[src/rtl/out_reg_serializer.sv]
// Output-direction IO cell: serializes a fabric word LSB-first onto the pad,
// with registered pad enable, ready/valid handshake and a combinational bypass.
module out_reg_serializer #(
    parameter int unsigned WIDTH      = 4,
    parameter logic        IDLE_LEVEL = 1'b0,
    parameter int unsigned TAIL       = 1
) (
    input  logic             OQC,
    input  logic             QRT,
    input  logic             OSEL,
    input  logic [WIDTH-1:0] F2A_DATA,
    input  logic             F2A_VALID,
    input  logic             F2A_OE,
    output logic             F2A_READY,
    output logic             OQZ,
    output logic             OEN_Z,
    output logic             BUSY
);

    localparam int unsigned CNT_W  = (WIDTH > 1) ? $clog2(WIDTH) : 1;
    localparam int unsigned TAIL_W = 3;
    localparam logic [CNT_W-1:0]  LAST_BIT  = CNT_W'(WIDTH - 1);
    localparam logic [TAIL_W-1:0] TAIL_LOAD = (TAIL > 0) ? TAIL_W'(TAIL - 1) : '0;

    typedef enum logic [1:0] {
        S_IDLE  = 2'd0,
        S_SHIFT = 2'd1,
        S_TAIL  = 2'd2
    } state_t;

    state_t              state_q,    state_d;
    logic [WIDTH-1:0]    shreg_q,    shreg_d;
    logic [CNT_W-1:0]    bit_cnt_q,  bit_cnt_d;
    logic [TAIL_W-1:0]   tail_cnt_q, tail_cnt_d;
    logic                oe_q,       oe_d;
    logic                oqz_q,      oqz_d;
    logic                oen_q,      oen_d;
    logic                ready_state;
    logic                do_load;
    logic                go_idle;

    // State and datapath registers
    always_ff @(posedge OQC) begin
        if (QRT) begin
            state_q    <= S_IDLE;
            shreg_q    <= '0;
            bit_cnt_q  <= '0;
            tail_cnt_q <= '0;
            oe_q       <= 1'b0;
            oqz_q      <= IDLE_LEVEL;
            oen_q      <= 1'b0;
        end else begin
            state_q    <= state_d;
            shreg_q    <= shreg_d;
            bit_cnt_q  <= bit_cnt_d;
            tail_cnt_q <= tail_cnt_d;
            oe_q       <= oe_d;
            oqz_q      <= oqz_d;
            oen_q      <= oen_d;
        end
    end

    // Next-state: a load reuses the same path from IDLE, last SHIFT bit and TAIL
    always_comb begin
        state_d    = state_q;
        shreg_d    = shreg_q;
        bit_cnt_d  = bit_cnt_q;
        tail_cnt_d = tail_cnt_q;
        oe_d       = oe_q;
        oqz_d      = oqz_q;
        oen_d      = oen_q;
        do_load    = 1'b0;
        go_idle    = 1'b0;

        if (OSEL) begin
            go_idle = 1'b1;
        end else begin
            case (state_q)
                S_IDLE: begin
                    do_load = F2A_VALID;
                end
                S_SHIFT: begin
                    if (bit_cnt_q == LAST_BIT) begin
                        if (F2A_VALID) begin
                            do_load = 1'b1;
                        end else if (TAIL > 0) begin
                            state_d    = S_TAIL;
                            tail_cnt_d = TAIL_LOAD;
                        end else begin
                            go_idle = 1'b1;
                        end
                    end else begin
                        shreg_d   = shreg_q >> 1;
                        oqz_d     = shreg_q[1];
                        bit_cnt_d = bit_cnt_q + CNT_W'(1);
                    end
                end
                S_TAIL: begin
                    if (F2A_VALID) begin
                        do_load = 1'b1;
                    end else if (tail_cnt_q == '0) begin
                        go_idle = 1'b1;
                    end else begin
                        tail_cnt_d = tail_cnt_q - TAIL_W'(1);
                    end
                end
                default: begin
                    go_idle = 1'b1;
                end
            endcase
        end

        if (do_load) begin
            state_d    = S_SHIFT;
            shreg_d    = F2A_DATA;
            bit_cnt_d  = '0;
            tail_cnt_d = '0;
            oe_d       = F2A_OE;
            oqz_d      = F2A_DATA[0];
            oen_d      = F2A_OE;
        end

        if (go_idle) begin
            state_d    = S_IDLE;
            shreg_d    = '0;
            bit_cnt_d  = '0;
            tail_cnt_d = '0;
            oqz_d      = IDLE_LEVEL;
            oen_d      = 1'b0;
        end
    end

    // Outputs: handshake from state only, bypass muxes the pad-side pair
    always_comb begin
        ready_state = (state_q == S_IDLE) || (state_q == S_TAIL) ||
                      ((state_q == S_SHIFT) && (bit_cnt_q == LAST_BIT));
        F2A_READY   = OSEL | ready_state;
        OQZ         = OSEL ? F2A_DATA[0] : oqz_q;
        OEN_Z       = OSEL ? F2A_OE : oen_q;
        BUSY        = (state_q == S_SHIFT) || (state_q == S_TAIL);
    end

endmodule

[config.mk]
export PLATFORM = sky130hd
export DESIGN_NAME = out_reg_serializer
export DESIGN_NICKNAME = d
export VERILOG_FILES = /design/src/rtl/out_reg_serializer.sv
export SDC_FILE = /design/constraint.sdc
export NUM_CORES = 1
export LEC_CHECK = 0
export ABC_AREA = 1
export CORE_MARGIN = 8
export CORE_UTILIZATION = 55
export CTS_CLUSTER_SIZE = 40
export DETAILED_ROUTE_END_ITERATION = 7
export PLACE_DENSITY = 0.82
export SYNTH_ARGS = -nofsm -noshare
export SYNTH_HDL_FRONTEND = slang
export SYNTH_SLANG_ARGS = --single-unit
[constraint.sdc]
create_clock -name OQC -period 4 [get_ports OQC]
set_input_delay 0.8 -clock OQC [delete_from_list [all_inputs] [get_ports OQC]]
set_output_delay 0.8 -clock OQC [all_outputs]
set_load 0.02 [all_outputs]
==> impl_metrics.toml <==
[synthesis]
syn_avg_cell_area_um2 = 7.38
synth_top_flop_cell = "dfxtp_1"
ys_seq_area_frac = 0.299
ys_warn_count = 0
ys_top_cells_by_area = "dfxtp_1, nand2_1, ha_1"
synth-seq-cells = 12
synth_cells = 109
synth_common_cells = "nand2_1, inv_1, dfxtp_1"
synth_top_area_cell = "dfxtp_1"
yosys.cell_count.top_type = "nand2_1"
synth_edf_count = 0
async_flop_share = 0
synthDistinctLibCells = 23
post_synth_instance_area_um2 = 805
synth_top_area_frac = 0.299
synth_fp_nets = 125

[clock_tree]
clock_path_buffers = 2
clock_sinks = 12
clkTransAtPathRegs_ps = 70
worstSkewPairLatency_ps = 270
postCtsSetupBuffers = 0
cts_tree = "done"
cts_root_buf = "clkbuf_4"
htreeDepth = 1
cts_inserted_buffers = 3
cts_hold_buf = 0
ctsResizeCount = 0

[worst_setup_path]
path_buf_inv = 3
cp_common_cell = "clkdlybuf4s50_1"
critical_path.top_delay_family = "buffers and inverters"
startpoint_type = "input port"
cp-end-kind = "output port"
critPathRequiredTime_ps = 3200
critPathMaxFanout = 10
worstPathCellList = "clkdlybuf4s50_1 > inv_4 > o21ai_0 > clkdlybuf4s50_1"
max_stage_delay_ps = 630
crit_path_top_delay_cell = "clkdlybuf4s50_1"
setup.worst_path.class = "in2out"
critPathArrivalTime_ps = 2260

[die]
die_w_um = 54.2
start_util = 0.560
die_area_um2 = 2940
rows = 14
pin_count = 13
core-area_um2 = 1440
die_h_um = 54.2

[timing]
slew_headroom = 0.766
holdWs_ps = 492
worst_pin_slew_ps = 352
period_share = 0.765
finalSetupViolations = 0
fin_skew_ps = 0.866
min_period_ps = 3060
rsz0062_at_grt = "false"
slew_viol_final = 0
hold_viol_final = 0
setup_ws_ps = 938
finalSetupTns_ps = 0
fmax_mhz = 327

[flow_run]
drv_cap = 0

[pwr]
p_leak_nw = 0.429
ir_drop_v = 0.000213
powerDensity_nw_per_um2 = 270
total_power_mw = 0.260

[run_status]
status = "complete, no violations"

[detailed_routing]
totalWireLength_um = 1570
first_pass_iters = 4
viasPerCell = 5.01
routedWlPerCell_um = 11.3
drtIter0Drc = 9
num_vias = 696
final_antenna_net_count = 0
drc = 0

[place]
dpl.hpwl_um = 1230
dp_cells = 135
gp_congestion = 0.822
preCtsSetupSlack_ps = 911
portBuffers = 12

[grt]
grt_max_degree = 11
grt_pass1_vias = 651
antenna_found_initial = 0
grt.overflow.total = 0
grt_pass1_wl_um = 2790
grt_use_total = 0.127

[final_layout]
multiInputGateArea_um2 = 467
nets = 140
drive_gt1_frac = 0.130
area_growth_pct = 19.6
layout.cells.non_filler = 139
seqCellArea_um2 = 240
diodes = 0
nFillCells = 134

[hold_path]
hold_path.class = "reg2reg"
[cell type report]
type                            count  share of cell area
Clock buffer                        4              0.0377
Inverter                           19              0.0819
Multi-Input combinational cell     76               0.485
Sequential cell                    12               0.250
Tap cell                           16              0.0208
Timing Repair Buffer               12               0.125
[tightest hold or removal path: stages, from the launching register on]
cell and delay, ps:
dfxtp_1 310, nand3_1 70, a21oi_1 60
[cells by family after synthesis]
| group | after synthesis | share of synthesized area |
|---|---|---|
| compound gates | 13 | 0.0855 |
| xor+xnor | 1 | 0.0109 |
| fa+ha+maj | 7 | 0.109 |
| buf+inv | 21 | 0.121 |
| flops | 12 | 0.299 |
| simple gates | 55 | 0.375 |
[state kept, by name (all words and copies together), names as in the netlist]
name	count
tail_cnt_q	3
oen_q	1
bit_cnt_q	2
shreg_q	4
state_q	2
[power by group]
part	switching [mW]	internal, mW	leakage [nW]	total (mW)
combinational	0.0221	0.0180	0.311	0.0401
clock	0.0418	0.0554	0.0210	0.0972
sequential	0.00121	0.121	0.0970	0.122
total	0.0651	0.195	0.429	0.260
[final timing paths]
kind         startpoint            end  slack (ps)  cells after the start
min          shreg_q[2]     shreg_q[2]         490                      2
min reg2reg  shreg_q[2]     shreg_q[2]         490                      2
max reg2reg  state_q[0]  tail_cnt_q[0]        2440                      9
max                OSEL            OQZ         940                      4
[cell usage in the layout (no fill, tap or decap)]
| master | n |
|---|---|
| nor2_4 | 2 |
| o21ai_1 | 1 |
| xor2_1 | 1 |
| nand2_1 | 26 |
| nor2_1 | 6 |
| nand4_1 | 4 |
| nand3_1 | 10 |
| clkbuf_4 | 3 |
| clkdlybuf4s50_1 | 12 |
| a21oi_1 | 9 |
| o21ai_0 | 2 |
| inv_4 | 1 |
| inv_6 | 1 |
| nand2_2 | 1 |
| and2_1 | 1 |
| nand3_4 | 1 |
| inv_1 | 16 |
| dfxtp_1 | 12 |
| nor2_8 | 1 |
| clkbuf_8 | 1 |
| ha_1 | 7 |
| inv_2 | 1 |
| nand2_4 | 3 |
| a21oi_2 | 1 |
[stage by stage]
step / utilization / cell area [um2]
final: 0.670 / 962
after global routing: 0.670 / 962
after CTS: 0.670 / 962
after detailed placement: 0.645 / 926
after global placement: 0.645 / 926
after floorplan: - / 805
[per-layer routing]
metal | track usage | part of all wire
met1 | 0.139 | 0.45
met2 | 0.218 | 0.47
met3 | 0.0408 | 0.062
met4 | 0.0615 | 0.018
met5 | 0 | 0
No activity file was read; power rests on OpenSTA's default activity.
